--- src/rtl/adc_ms_seq_if.sv ---
// Signal bundle between the multislope sequencer (master) and its environment (slave):
// start/mode/comparator inputs, runtime configuration, switch controls and result stream.
interface adc_ms_seq_if #(
   parameter int unsigned CNT_W = 15,
   parameter int unsigned RD_W  = 16,
   parameter int unsigned PER_W = 8
);
   logic             start;
   logic             cont;
   logic             comp_n;
   logic [CNT_W-1:0] runup_set;
   logic [PER_W-1:0] period;
   logic [PER_W-1:0] minor;
   logic [RD_W-1:0]  rd_max;
   logic             sw_in;
   logic             sw_up;
   logic             sw_dn;
   logic             sw_rst;
   logic             sw_vref;
   logic             busy;
   logic             res_valid;
   logic             res_ready;
   logic [CNT_W-1:0] res_runup;
   logic [CNT_W-1:0] res_set;
   logic             res_sign;
   logic [RD_W-1:0]  res_rundown;
   logic             res_ovf;

   modport master (
      input  start, cont, comp_n, runup_set, period, minor, rd_max, res_ready,
      output sw_in, sw_up, sw_dn, sw_rst, sw_vref, busy,
      output res_valid, res_runup, res_set, res_sign, res_rundown, res_ovf
   );

   modport slave (
      output start, cont, comp_n, runup_set, period, minor, rd_max, res_ready,
      input  sw_in, sw_up, sw_dn, sw_rst, sw_vref, busy,
      input  res_valid, res_runup, res_set, res_sign, res_rundown, res_ovf
   );
endinterface

--- src/rtl/adc_ms_seq.sv ---
// Multislope ADC conversion sequencer: integrator reset, multi-period runup, settle and
// gated rundown, with the result handed out on a valid/ready port.
module adc_ms_seq #(
   parameter int unsigned DIV          = 40,
   parameter int unsigned CNT_W        = 15,
   parameter int unsigned RD_W         = 16,
   parameter int unsigned PER_W        = 8,
   parameter int unsigned RST_TICKS    = 4000,
   parameter int unsigned SETTLE_TICKS = 20,
   parameter int unsigned RD_TICKS     = 1200
) (
   input logic          mclk,
   input logic          rst,
   adc_ms_seq_if.master bus
);

   localparam int unsigned DIV_W = $clog2(DIV);
   localparam int unsigned MAX_TICKS =
      (RST_TICKS > SETTLE_TICKS) ? ((RST_TICKS > RD_TICKS) ? RST_TICKS : RD_TICKS)
                                 : ((SETTLE_TICKS > RD_TICKS) ? SETTLE_TICKS : RD_TICKS);
   localparam int unsigned TW = $clog2(MAX_TICKS + 1);

   localparam logic [DIV_W-1:0] DivLast    = DIV_W'(DIV - 1);
   localparam logic [TW-1:0]    RstLast    = TW'(RST_TICKS - 1);
   localparam logic [TW-1:0]    SettleLast = TW'(SETTLE_TICKS - 1);
   localparam logic [TW-1:0]    RdLast     = TW'(RD_TICKS - 1);

   typedef enum logic [2:0] {StIdle, StRst, StRunup, StSettle, StRundown, StDone} state_e;

   state_e state_q, state_d;

   logic [DIV_W-1:0] div_q;
   logic             tick;
   logic [1:0]       start_sync_q, comp_n_sync_q;
   logic             start_s, start_prev_q, comp;
   logic             armed_q, armed_d;
   logic [TW-1:0]    st_cnt_q, st_cnt_d;
   logic             st_last;
   logic [PER_W-1:0] t_q, t_d;
   logic [CNT_W-1:0] pcnt_q, pcnt_d;
   logic [CNT_W-1:0] ru_q, ru_d;
   logic             rs_q, rs_d;
   logic             sign_q, sign_d;
   logic [CNT_W-1:0] set_sh_q, set_sh_d;
   logic [PER_W-1:0] per_sh_q, per_sh_d;
   logic [PER_W-1:0] minor_sh_q, minor_sh_d;
   logic [RD_W-1:0]  rd_cnt_q, rd_cnt_d;
   logic             gate_q, gate_d;
   logic             ovf_q, ovf_d;
   logic             res_valid_q, res_valid_d;
   logic [CNT_W-1:0] res_runup_q, res_runup_d;
   logic [CNT_W-1:0] res_set_q, res_set_d;
   logic             res_sign_q, res_sign_d;
   logic [RD_W-1:0]  res_rundown_q, res_rundown_d;
   logic             res_ovf_q, res_ovf_d;
   logic             t_last, leave_idle, done_load;
   logic [PER_W:0]   dn_lim;
   logic             ru_dn;
   logic             sw_in, sw_up, sw_dn, sw_rst, sw_vref;

   // Sequencer tick: one mclk pulse every DIV cycles.
   always_ff @(posedge mclk or posedge rst) begin
      if (rst) begin
         div_q <= '0;
      end else begin
         div_q <= tick ? '0 : div_q + 1'b1;
      end
   end

   assign tick = (div_q == DivLast);

   // Two-flop synchronisers for start and the comparator; comparator idles inactive.
   always_ff @(posedge mclk or posedge rst) begin
      if (rst) begin
         start_sync_q  <= 2'b00;
         comp_n_sync_q <= 2'b11;
         start_prev_q  <= 1'b0;
      end else begin
         start_sync_q  <= {start_sync_q[0], bus.start};
         comp_n_sync_q <= {comp_n_sync_q[0], bus.comp_n};
         start_prev_q  <= start_s;
      end
   end

   assign start_s = start_sync_q[1];
   assign comp    = ~comp_n_sync_q[1];

   assign st_last = ((state_q == StRst)     && (st_cnt_q == RstLast))    ||
                    ((state_q == StSettle)  && (st_cnt_q == SettleLast)) ||
                    ((state_q == StRundown) && (st_cnt_q == RdLast));
   assign t_last  = (t_q == per_sh_q);
   assign dn_lim  = {1'b0, per_sh_q} + {{PER_W{1'b0}}, 1'b1} - {1'b0, minor_sh_q};
   assign ru_dn   = rs_q ? (t_q < minor_sh_q) : ({1'b0, t_q} < dn_lim);

   // FSM state register.
   always_ff @(posedge mclk or posedge rst) begin
      if (rst) begin
         state_q <= StIdle;
      end else begin
         state_q <= state_d;
      end
   end

   // FSM next state: phases advance on ticks; DONE drains on the handshake at mclk rate.
   always_comb begin
      state_d = state_q;
      case (state_q)
         StIdle: begin
            if (tick && start_s && (bus.cont || armed_q)) state_d = StRst;
         end
         StRst: begin
            if (tick) begin
               if (!start_s)     state_d = StIdle;
               else if (st_last) state_d = StRunup;
            end
         end
         StRunup: begin
            if (tick) begin
               if (!start_s)                          state_d = StIdle;
               else if (t_last && pcnt_q == set_sh_q) state_d = StSettle;
            end
         end
         StSettle: begin
            if (tick) begin
               if (!start_s)     state_d = StIdle;
               else if (st_last) state_d = StRundown;
            end
         end
         StRundown: begin
            if (tick) begin
               if (!start_s)     state_d = StIdle;
               else if (st_last) state_d = StDone;
            end
         end
         StDone: begin
            if (!res_valid_q || bus.res_ready) state_d = StIdle;
         end
         default: state_d = StIdle;
      endcase
   end

   assign leave_idle = (state_q == StIdle) && (state_d == StRst);
   assign done_load  = (state_q == StDone) && (!res_valid_q || bus.res_ready);

   // Datapath next state: shadows, phase/period counters, runup decisions, rundown gate.
   always_comb begin
      armed_d       = armed_q;
      st_cnt_d      = st_cnt_q;
      t_d           = t_q;
      pcnt_d        = pcnt_q;
      ru_d          = ru_q;
      rs_d          = rs_q;
      sign_d        = sign_q;
      set_sh_d      = set_sh_q;
      per_sh_d      = per_sh_q;
      minor_sh_d    = minor_sh_q;
      rd_cnt_d      = rd_cnt_q;
      gate_d        = gate_q;
      ovf_d         = ovf_q;
      res_valid_d   = res_valid_q;
      res_runup_d   = res_runup_q;
      res_set_d     = res_set_q;
      res_sign_d    = res_sign_q;
      res_rundown_d = res_rundown_q;
      res_ovf_d     = res_ovf_q;

      // A single-shot conversion needs a fresh start edge since the last one began.
      if (start_s && !start_prev_q) armed_d = 1'b1;
      if (leave_idle) begin
         armed_d    = 1'b0;
         st_cnt_d   = '0;
         set_sh_d   = bus.runup_set;
         per_sh_d   = bus.period;
         minor_sh_d = bus.minor;
      end

      if (tick) begin
         case (state_q)
            StRst: begin
               if (st_last) begin
                  st_cnt_d = '0;
                  t_d      = '0;
                  pcnt_d   = '0;
                  ru_d     = '0;
                  rs_d     = 1'b0;
               end else begin
                  st_cnt_d = st_cnt_q + 1'b1;
               end
            end
            StRunup: begin
               if (t_last) begin
                  t_d  = '0;
                  rs_d = comp;
                  // The final period steers the integrator but is not counted.
                  if (pcnt_q != set_sh_q) begin
                     ru_d   = ru_q + CNT_W'(comp);
                     pcnt_d = pcnt_q + 1'b1;
                  end
               end else begin
                  t_d = t_q + 1'b1;
               end
            end
            StSettle: begin
               if (st_last) begin
                  st_cnt_d = '0;
                  sign_d   = comp;
                  gate_d   = 1'b1;
                  rd_cnt_d = '0;
                  ovf_d    = 1'b0;
               end else begin
                  st_cnt_d = st_cnt_q + 1'b1;
               end
            end
            StRundown: st_cnt_d = st_cnt_q + 1'b1;
            default: ;
         endcase
      end

      // Rundown counts at mclk rate until the first crossing or the overflow limit.
      if (state_q == StRundown && gate_q) begin
         if (rd_cnt_q >= bus.rd_max) begin
            ovf_d  = 1'b1;
            gate_d = 1'b0;
         end else if (comp != sign_q) begin
            gate_d = 1'b0;
         end else begin
            rd_cnt_d = rd_cnt_q + 1'b1;
            if (rd_cnt_d == bus.rd_max) begin
               ovf_d  = 1'b1;
               gate_d = 1'b0;
            end
         end
      end

      if (res_valid_q && bus.res_ready) res_valid_d = 1'b0;
      if (done_load) begin
         res_valid_d   = 1'b1;
         res_runup_d   = ru_q;
         res_set_d     = set_sh_q;
         res_sign_d    = sign_q;
         res_rundown_d = rd_cnt_q;
         res_ovf_d     = ovf_q;
      end
   end

   // Datapath registers.
   always_ff @(posedge mclk or posedge rst) begin
      if (rst) begin
         armed_q       <= 1'b0;
         st_cnt_q      <= '0;
         t_q           <= '0;
         pcnt_q        <= '0;
         ru_q          <= '0;
         rs_q          <= 1'b0;
         sign_q        <= 1'b0;
         set_sh_q      <= '0;
         per_sh_q      <= '0;
         minor_sh_q    <= '0;
         rd_cnt_q      <= '0;
         gate_q        <= 1'b0;
         ovf_q         <= 1'b0;
         res_valid_q   <= 1'b0;
         res_runup_q   <= '0;
         res_set_q     <= '0;
         res_sign_q    <= 1'b0;
         res_rundown_q <= '0;
         res_ovf_q     <= 1'b0;
      end else begin
         armed_q       <= armed_d;
         st_cnt_q      <= st_cnt_d;
         t_q           <= t_d;
         pcnt_q        <= pcnt_d;
         ru_q          <= ru_d;
         rs_q          <= rs_d;
         sign_q        <= sign_d;
         set_sh_q      <= set_sh_d;
         per_sh_q      <= per_sh_d;
         minor_sh_q    <= minor_sh_d;
         rd_cnt_q      <= rd_cnt_d;
         gate_q        <= gate_d;
         ovf_q         <= ovf_d;
         res_valid_q   <= res_valid_d;
         res_runup_q   <= res_runup_d;
         res_set_q     <= res_set_d;
         res_sign_q    <= res_sign_d;
         res_rundown_q <= res_rundown_d;
         res_ovf_q     <= res_ovf_d;
      end
   end

   // FSM outputs: integrator switch configuration per phase.
   always_comb begin
      sw_in   = 1'b0;
      sw_up   = 1'b0;
      sw_dn   = 1'b0;
      sw_rst  = 1'b0;
      sw_vref = 1'b0;
      case (state_q)
         StRunup: begin
            sw_in   = 1'b1;
            sw_vref = 1'b1;
            sw_dn   = ru_dn;
            sw_up   = ~ru_dn;
         end
         StSettle: ;
         StRundown: begin
            sw_up = sign_q;
            sw_dn = ~sign_q;
         end
         default: begin
            sw_rst  = 1'b1;
            sw_vref = 1'b1;
         end
      endcase
   end

   assign bus.sw_in       = sw_in;
   assign bus.sw_up       = sw_up;
   assign bus.sw_dn       = sw_dn;
   assign bus.sw_rst      = sw_rst;
   assign bus.sw_vref     = sw_vref;
   assign bus.busy        = (state_q != StIdle);
   assign bus.res_valid   = res_valid_q;
   assign bus.res_runup   = res_runup_q;
   assign bus.res_set     = res_set_q;
   assign bus.res_sign    = res_sign_q;
   assign bus.res_rundown = res_rundown_q;
   assign bus.res_ovf     = res_ovf_q;

endmodule

--- src/flat_wrapper.sv ---
// flat-port wrapper written by rule: the top's interface ports become plain ports
module adc_ms_seq_flat 
#(
   parameter int unsigned DIV          = 40,
   parameter int unsigned CNT_W        = 15,
   parameter int unsigned RD_W         = 16,
   parameter int unsigned PER_W        = 8,
   parameter int unsigned RST_TICKS    = 4000,
   parameter int unsigned SETTLE_TICKS = 20,
   parameter int unsigned RD_TICKS     = 1200
)
  (mclk, rst, bus_start, bus_cont, bus_comp_n, bus_runup_set, bus_period, bus_minor, bus_rd_max, bus_res_ready, bus_sw_in, bus_sw_up, bus_sw_dn, bus_sw_rst, bus_sw_vref, bus_busy, bus_res_valid, bus_res_runup, bus_res_set, bus_res_sign, bus_res_rundown, bus_res_ovf);
  adc_ms_seq_if #(.CNT_W(CNT_W), .RD_W(RD_W), .PER_W(PER_W)) bus_i ();
  input logic mclk;
  input logic rst;
  input wire logic [$bits(bus_i.start)-1:0] bus_start;
  input wire logic [$bits(bus_i.cont)-1:0] bus_cont;
  input wire logic [$bits(bus_i.comp_n)-1:0] bus_comp_n;
  input wire logic [$bits(bus_i.runup_set)-1:0] bus_runup_set;
  input wire logic [$bits(bus_i.period)-1:0] bus_period;
  input wire logic [$bits(bus_i.minor)-1:0] bus_minor;
  input wire logic [$bits(bus_i.rd_max)-1:0] bus_rd_max;
  input wire logic [$bits(bus_i.res_ready)-1:0] bus_res_ready;
  output wire logic [$bits(bus_i.sw_in)-1:0] bus_sw_in;
  output wire logic [$bits(bus_i.sw_up)-1:0] bus_sw_up;
  output wire logic [$bits(bus_i.sw_dn)-1:0] bus_sw_dn;
  output wire logic [$bits(bus_i.sw_rst)-1:0] bus_sw_rst;
  output wire logic [$bits(bus_i.sw_vref)-1:0] bus_sw_vref;
  output wire logic [$bits(bus_i.busy)-1:0] bus_busy;
  output wire logic [$bits(bus_i.res_valid)-1:0] bus_res_valid;
  output wire logic [$bits(bus_i.res_runup)-1:0] bus_res_runup;
  output wire logic [$bits(bus_i.res_set)-1:0] bus_res_set;
  output wire logic [$bits(bus_i.res_sign)-1:0] bus_res_sign;
  output wire logic [$bits(bus_i.res_rundown)-1:0] bus_res_rundown;
  output wire logic [$bits(bus_i.res_ovf)-1:0] bus_res_ovf;
  assign bus_i.start = bus_start;
  assign bus_i.cont = bus_cont;
  assign bus_i.comp_n = bus_comp_n;
  assign bus_i.runup_set = bus_runup_set;
  assign bus_i.period = bus_period;
  assign bus_i.minor = bus_minor;
  assign bus_i.rd_max = bus_rd_max;
  assign bus_i.res_ready = bus_res_ready;
  assign bus_sw_in = bus_i.sw_in;
  assign bus_sw_up = bus_i.sw_up;
  assign bus_sw_dn = bus_i.sw_dn;
  assign bus_sw_rst = bus_i.sw_rst;
  assign bus_sw_vref = bus_i.sw_vref;
  assign bus_busy = bus_i.busy;
  assign bus_res_valid = bus_i.res_valid;
  assign bus_res_runup = bus_i.res_runup;
  assign bus_res_set = bus_i.res_set;
  assign bus_res_sign = bus_i.res_sign;
  assign bus_res_rundown = bus_i.res_rundown;
  assign bus_res_ovf = bus_i.res_ovf;
  adc_ms_seq #(.DIV(DIV), .CNT_W(CNT_W), .RD_W(RD_W), .PER_W(PER_W), .RST_TICKS(RST_TICKS), .SETTLE_TICKS(SETTLE_TICKS), .RD_TICKS(RD_TICKS)) u_core (.mclk(mclk), .rst(rst), .bus(bus_i));
endmodule
--- config.mk ---
export PLATFORM = sky130hd
export DESIGN_NAME = adc_ms_seq_flat
export DESIGN_NICKNAME = d
export VERILOG_FILES = /design/src/rtl/adc_ms_seq_if.sv /design/src/rtl/adc_ms_seq.sv /design/src/flat_wrapper.sv
export SDC_FILE = /design/constraint.sdc
export NUM_CORES = 1
export LEC_CHECK = 0
export BUFFER_PORTS_ARGS = -buffer_cell sky130_fd_sc_hd__buf_2
export CORE_UTILIZATION = 30
export DETAILED_ROUTE_END_ITERATION = 6
export SETUP_SLACK_MARGIN = 0.1
export SYNTH_ARGS = -nofsm -noshare
export SYNTH_HDL_FRONTEND = slang
export SYNTH_SLANG_ARGS = --single-unit
--- constraint.sdc ---
create_clock -name mclk -period 9.08 [get_ports mclk]
set_input_delay 0.454 -clock mclk [delete_from_list [all_inputs] [get_ports mclk]]
set_output_delay 0.454 -clock mclk [all_outputs]
set_load 0.01 [all_outputs]
## Yosys cells after proc, flatten, opt, wreduce, memory -nomap -nowiden

Index checks and enable logic that the tools add are counted.

| operators by class | value |
|---|---|
| multipliers | 0 |
| shift-type cells | 0 |
| divide/modulo/power cells | 0 |
| equality and inequality tests | 18 |
| reductions and logical operators | 29 |
| $lt $le $gt $ge | 3 |
| multiplexer cells | 63 |
| add/subtract/negate cells | 8 |
| bitwise logic cells | 3 |

Operators by type and width:

| kind | number |
|---|---|
| 16-bit two-way mux | 6 |
| 15-bit two-way mux | 5 |
| 15-bit case mux with 2 select lines | 2 |
| 3-bit two-way mux | 14 |
| 12-bit two-way mux | 3 |
| 1-bit two-way mux | 24 |
| 12-bit case mux with 2 select lines | 1 |
| 3-bit case mux with 6 select lines | 1 |
| 16-bit by 1-bit adder with 16-bit output (second input constant) | 1 |
| 16-bit equality test | 1 |
| 16-bit >= comparator | 1 |
| 8-bit two-way mux | 2 |
| 8-bit case mux with 2 select lines | 1 |
| 15-bit by 1-bit adder with 15-bit output | 1 |
| 15-bit by 1-bit adder with 15-bit output (second input constant) | 1 |
| 15-bit equality test | 1 |
| 15-bit != test | 1 |
| 12-bit by 1-bit adder with 12-bit output (second input constant) | 1 |
| 12-bit by 11-bit equality test with 1-bit output (second input constant) | 1 |
| 12-bit equality test (second input constant) | 1 |
| 12-bit by 5-bit equality test with 1-bit output (second input constant) | 1 |
| 1-bit logical AND | 11 |
| 8-bit by 1-bit adder with 9-bit output (second input constant) | 1 |
| 8-bit by 9-bit < comparator with 1-bit output | 1 |
| other kinds (24) | 41 |

| word-level totals | value |
|---|---|
| ROM bits | 0 |
| bits in writable memories | 0 |
| latch bits | 0 |
| word-level logic and storage cells | 148 |
| memories | 0 |
| bits in registers | 165 |

## Longest topological paths before layout

| logic depth | value |
|---|---|
| depth after elaboration | 13 |
| gate-level depth with buffers | 17 |

## Worst setup path after synthesis

OpenSTA, ideal clock, no wires.

| timing | value |
|---|---|
| path type | register -> output |
| start point | register u_core.minor_sh_q[1] |
| end point | output bus_sw_up |
| path slack | 5.837 ns |
| arrival | 2.789 ns |
| path buffers | 0 |
| cell stages (with the launch flop) | 16 |
| path through | dfrtp_1 > ha_1 > inv_1 > ha_1 > inv_1 > fa_1 > nor2b_1 > o21ai_0 > nand2b_1 > xnor2_1 > ha_1 > nand3_1 > o211a_1 > a221oi_1 > a32o_1 > a22o_1 |

| between the ends | value |
|---|---|
| word-level cells in the longest chain between the ends | 5 |
| elaborated cells between the ends (all ways) | 6 |

RTL lines:

| item | RTL line | text |
|---|---|---|
| start, declared | adc_ms_seq.sv:46 | `logic [PER_W-1:0] minor_sh_q, minor_sh_d;` |
| start signal, assigned | adc_ms_seq.sv:278 | `minor_sh_q <= minor_sh_d;` |
| 9-bit by 8-bit subtractor with 9-bit output | adc_ms_seq.sv:92 | `assign dn_lim = {1'b0, per_sh_q} + {{PER_W{1'b0}}, 1'b1} - {1'b0, minor_sh_q};` |
| 8-bit by 9-bit < comparator with 1-bit output | adc_ms_seq.sv:93 | `assign ru_dn = rs_q ? (t_q < minor_sh_q) : ({1'b0, t_q} < dn_lim);` |
| 1-bit two-way mux (*) | adc_ms_seq.sv:93 |  |
| 1-bit inverter (*) | adc_ms_seq.sv:303 | `sw_up = ~ru_dn;` |
| 1-bit case mux with 2 select lines (*) | adc_ms_seq.sv:298 | `case (state_q)` |
| end, declared | flat_wrapper.sv:25 | `output wire logic [$bits(bus_i.sw_up)-1:0] bus_sw_up;` |

Every way passes the cells marked *; elsewhere a longest branch is shown, timed or not.

## Worst setup path in the final report

| timing | value |
|---|---|
| start point | register u_core.minor_sh_q[1] |
| end point | output bus_sw_dn |

| between the ends | value |
|---|---|
| word-level cells in the longest chain between the ends | 4 |
| elaborated cells between the ends (all ways) | 5 |

RTL lines:

| item | RTL line | text |
|---|---|---|
| 9-bit by 8-bit subtractor with 9-bit output | adc_ms_seq.sv:92 |  |
| 8-bit by 9-bit < comparator with 1-bit output | adc_ms_seq.sv:93 |  |
| 1-bit two-way mux (*) | adc_ms_seq.sv:93 |  |
| 1-bit case mux with 2 select lines (*) | adc_ms_seq.sv:298 |  |
| end, declared | flat_wrapper.sv:26 | `output wire logic [$bits(bus_i.sw_dn)-1:0] bus_sw_dn;` |

Marked as above.

==> results <==
- Setup repair after global routing left no endpoint under its margin.
- Static timing analysis puts the maximum clock frequency at approximately 250 MHz.
- Setup violations remaining at the end of the flow were counted as 0.
- The number of nets at the end of the flow is about 1100.
- The static power due to leakage is 5.26 nW.
- The area taken by multi-input logic gates is approximately 4800 um2.
- The total CTS buffers is 17.
- The share of synthesized flip-flops with an asynchronous set or reset is 1.00.
- At the worst endpoint, the required time is 8.63 ns.
- The design draws roughly 0.0015 W.
- The total nets after synthesis is just over 1000.
- The kind of start point of the critical path is a flop.
- The most repeated library cell on the critical path is sky130_fd_sc_hd__ha_1.
- The sequential share of the synthesized area is 0.447.
- The die covers roughly 31000 um2.
- In the global route stage, met1 resource usage came out at 0.203.
- The floorplan die height is between 150 and 200 um.
- Yosys printed 0 warnings.
- The utilization after layout is 0.360.
- TritonCTS built the clock tree.
- After routing the design area is about 11000 um2.
- The largest net degree at the start of global routing is ~90.
- After technology mapping, the gate count stands at just over 900.
- Each instance of the synthesized netlist takes up on average 10.2 um2.
- Summed over all layers, the routed wires come to roughly 23000 um.
- The number of buffers added to fix hold violations after cts is 0.
- In the global route stage, met2 resource usage came out at 0.236.
- The most instantiated flip-flop cell in the synthesis netlist is sky130_fd_sc_hd__dfrtp_1.
- In the final layout, the share of cells above drive strength 1 is 0.235.
- The number of vias per cell after detailed routing is between 5 and 6.
- The maximum buffer depth of the clock tree is 2.
- The total area inside the core boundary comes to between 20000 and 30000 um2.
- The starting utilization of the core area is 0.308.
- The global routing usage on met3 is 0.0392.
- Across every metal layer, demand over resource in global routing totals 0.151.
- The via count is between 7000 and 8000.
- The worst hold-check path type is in -> reg.
- The number of placed I/O pins is 108.
- The number of nets with antenna violations after routing is 0.
- Walking the worst path, the cells encountered are ha_1, inv_1, ha_1, inv_1, fa_1, nor2b_1, o21ai_0, nand2b_1, xnor2_1, ha_1, nand3_1, o211a_1, a221oi_1, a32o_1, o22ai_1, buf_2.
- The run finished with clean final reports.
- STA puts the critical path data arrival time at approximately 3.6 ns.
- The number of buffers inserted by port buffering is approximately 110.
- In this run, synthesis inferred 0 flip-flops with an integrated enable.
- The DRC violation total after the first TritonRoute iteration is between 400 and 500.
- The cell area after placement is between 10000 and 15000 um2.
- The floorplan die width is around 180 um.
- The slew of the pin with the lowest slew margin is around 1.0 ns.
- For the final database, setup skew stands at roughly 0.011 ns.
- The stage delay of the slowest cell on the critical path is approximately 0.40 ns.
- The routed length per instance is approximately 16 um.
- The number of distinct library cell variants in the gate-level netlist after synthesis is 66.
- For this design, the sink count on the clock tree is roughly 170.
- The area growth from synthesis to final layout is 16.6%.
- The number of antenna violations at the first check in global routing is 3.
- The cell sitting at the root of the clock tree is a sky130_fd_sc_hd__clkbuf_16.
- Across the run, the number of max-cap violations was 0.
- The congestion estimate from routability-driven global placement came to approximately 0.8.
- The power density relative to cell area is 141 nW/um2.
- The setup path with the least slack is of type reg -> out.
- The most crowded layer after global routing is met2.
- The first-pass GRT wire length is approximately 37000 um.
- The number of global-route vias before repair is just over 7000.
- The count of pins over their slew limit is 0.
- The final worst-path cycle share is 0.445.
- The total number of H-tree levels is 4.
- After layout, the minimum clock period comes to 4.04 ns.
- After clock tree synthesis, the clock-pin slew on the worst setup and hold paths is 0.07 ns.
- The slowest stage of the critical path belongs to the cell sky130_fd_sc_hd__fa_1.
- After clock tree synthesis, the repair step resized 0 gates.
- The latest clock arrival within the worst-skew pair is 0.44 ns.
- Across the VDD grid, the largest voltage drop is approximately 140 uV.
- In this run the worst path has a maximum fanout of 3.
- The remaining global-route overflow is 0.
- Adding up every negative setup slack in the final design gives 0 ns.
- The worst setup path is captured at an output port.
- The number of setup buffers added after CTS is 0.
- The count of filler cells inserted in the layout is ~3000.
- In the final layout, flip-flops and latches occupy just over 4000 um2.
- Measured against its own limit, the worst slew margin works out to 0.318.
- The number of hold-slack violations in the final timing report is 0.
- The cell area after technology mapping is 9240 um2.
- After synthesis the netlist holds a flip-flop and latch count of 165.
- The number of remaining DRC errors is 0.
- The wire-length estimate of the detail-placed layout is roughly 16000 um.
- The number of standard-cell rows in the floorplan is 63.
- The first TritonRoute pass finished after 7 iterations.
cell usage in the layout, fill, tap and decap left out, types with 11 or more instances in the layout:
master and instances:
sky130_fd_sc_hd__nor4_1 11, sky130_fd_sc_hd__o31ai_1 16, sky130_fd_sc_hd__nor2_1 44, sky130_fd_sc_hd__and3_1 23
sky130_fd_sc_hd__nand3_1 37, sky130_fd_sc_hd__nand2b_1 31, sky130_fd_sc_hd__a31oi_1 18, sky130_fd_sc_hd__dfrtp_1 163
sky130_fd_sc_hd__o21ai_0 75, sky130_fd_sc_hd__buf_2 107, sky130_fd_sc_hd__nand4_1 11, sky130_fd_sc_hd__clkbuf_16 17
sky130_fd_sc_hd__inv_1 42, sky130_fd_sc_hd__a21oi_1 27, sky130_fd_sc_hd__xnor2_1 25, sky130_fd_sc_hd__nand2_1 58
sky130_fd_sc_hd__a21o_1 17, sky130_fd_sc_hd__mux2_2 81, sky130_fd_sc_hd__xor2_1 29, sky130_fd_sc_hd__nor3_1 15
sky130_fd_sc_hd__ha_1 52
state kept, by name, indices dropped and copies added (netlist names), 2 cells and up:
name / cells
u_core.bus.res_rundown: 16
u_core.bus.res_runup: 15
u_core.bus.res_set: 15
u_core.comp_n_sync_q: 2
u_core.div_q: 6
u_core.minor_sh_q: 8
u_core.pcnt_q: 15
u_core.per_sh_q: 8
u_core.rd_cnt_q: 16
u_core.ru_q: 15
u_core.set_sh_q: 15
u_core.st_cnt_q: 12
u_core.start_sync_q: 2
u_core.state_q: 3
u_core.t_q: 8
synthesized netlist by cell type, drive strengths merged, types with 5 or more instances:
master | number | share of area
ha | 52 | 0.070
mux2 | 81 | 0.099
nor2 | 45 | 0.018
and2 | 5 | 0.0034
clkbuf | 27 | 0.011
a31oi | 18 | 0.012
nor2b | 5 | 0.0034
o21ai | 77 | 0.042
dfrtp | 163 | 0.44
inv | 43 | 0.017
nor4 | 11 | 0.0075
a22o | 5 | 0.0047
nand3 | 37 | 0.020
buf | 9 | 0.0046
xor2 | 29 | 0.027
nand2b | 31 | 0.021
nand4 | 12 | 0.0088
o31ai | 16 | 0.013
a21o | 17 | 0.014
nor3 | 15 | 0.0081
nand2 | 58 | 0.024
a211o | 6 | 0.0057
and3 | 23 | 0.016
a21oi | 27 | 0.015
or3 | 8 | 0.0054
or4 | 5 | 0.0041
xnor2 | 25 | 0.024
power by group:
group | total, W | internal, W | switching, W | leakage (nW)
Sequential | 0.000738 | 0.000736 | 0.00000129 | 2.24
Clock | 0.000736 | 0.000420 | 0.000316 | 0.276
Combinational | 0.0000412 | 0.0000143 | 0.0000268 | 2.74
Total | 0.00152 | 0.00117 | 0.000344 | 5.26
logic make-up after synthesis:
logic type	share of synthesized area
and+or+nand+nor	0.160
AOI/OAI and AO/OA	0.136
DFF	0.447
muxes	0.0998
adders and majority gates	0.0726
buffers and inverters	0.0331
xor gates and xnor gates	0.0512
through the flow:
step | setup slack, ns | hold WS, ns | std cells
detailed placement | 5.52 | 0.341 | 1376
global route | 4.76 | 0.0892 | 1408
CTS | 5.04 | 0.0907 | 1408
finish | 5.04 | 0.111 | 1409
global placement | 5.58 | 0.338 | 1376
floorplan | 4.17 | 0.331 | 908
critical path: cells and delay by family, from the launching register on:
kind / cells / cell delay, ns
adder cells (fa/ha/maj): 4 / 1.15
AO/OA/AOI/OAI: 5 / 0.92
flip-flops: 1 / 0.39
AND/OR/NAND/NOR: 3 / 0.34
buffers and inverters: 3 / 0.27
XOR/XNOR: 1 / 0.08
routing by layer:
| layer | wire length (um) | part of all wire |
|---|---|---|
| met1 | 10800 | 0.47 |
| met2 | 10600 | 0.46 |
| met3 | 1100 | 0.048 |
| met4 | 378 | 0.016 |
| met5 | 23 | 0.0010 |
final cells by class:
class,count,area share
multi-input combinational,664,0.446
sequential,165,0.384
timing repair buffer,114,0.0546
tap,390,0.0453
clock buffer,21,0.0428
inverter,43,0.0155
clock inverter,11,0.0117
antenna,1,0.000232
worst paths after layout:
path,end,slack (ns),depth (start not counted),start
max in group asynchronous,u_core.per_sh_q[6],7.35,3,rst
hold reg to reg,u_core.start_sync_q[1],0.35,0,u_core.start_sync_q[0]
hold / removal,u_core.comp_n_sync_q[0],0.11,1,bus_comp_n
min in group asynchronous,u_core.bus.res_rundown[7],0.18,2,rst
setup reg to reg,u_core.pcnt_q[4],5.67,6,u_core.state_q[2]
setup / recovery,bus_sw_dn,5.04,16,u_core.minor_sh_q[1]
Note: power is estimated with default switching activity, not from simulation.
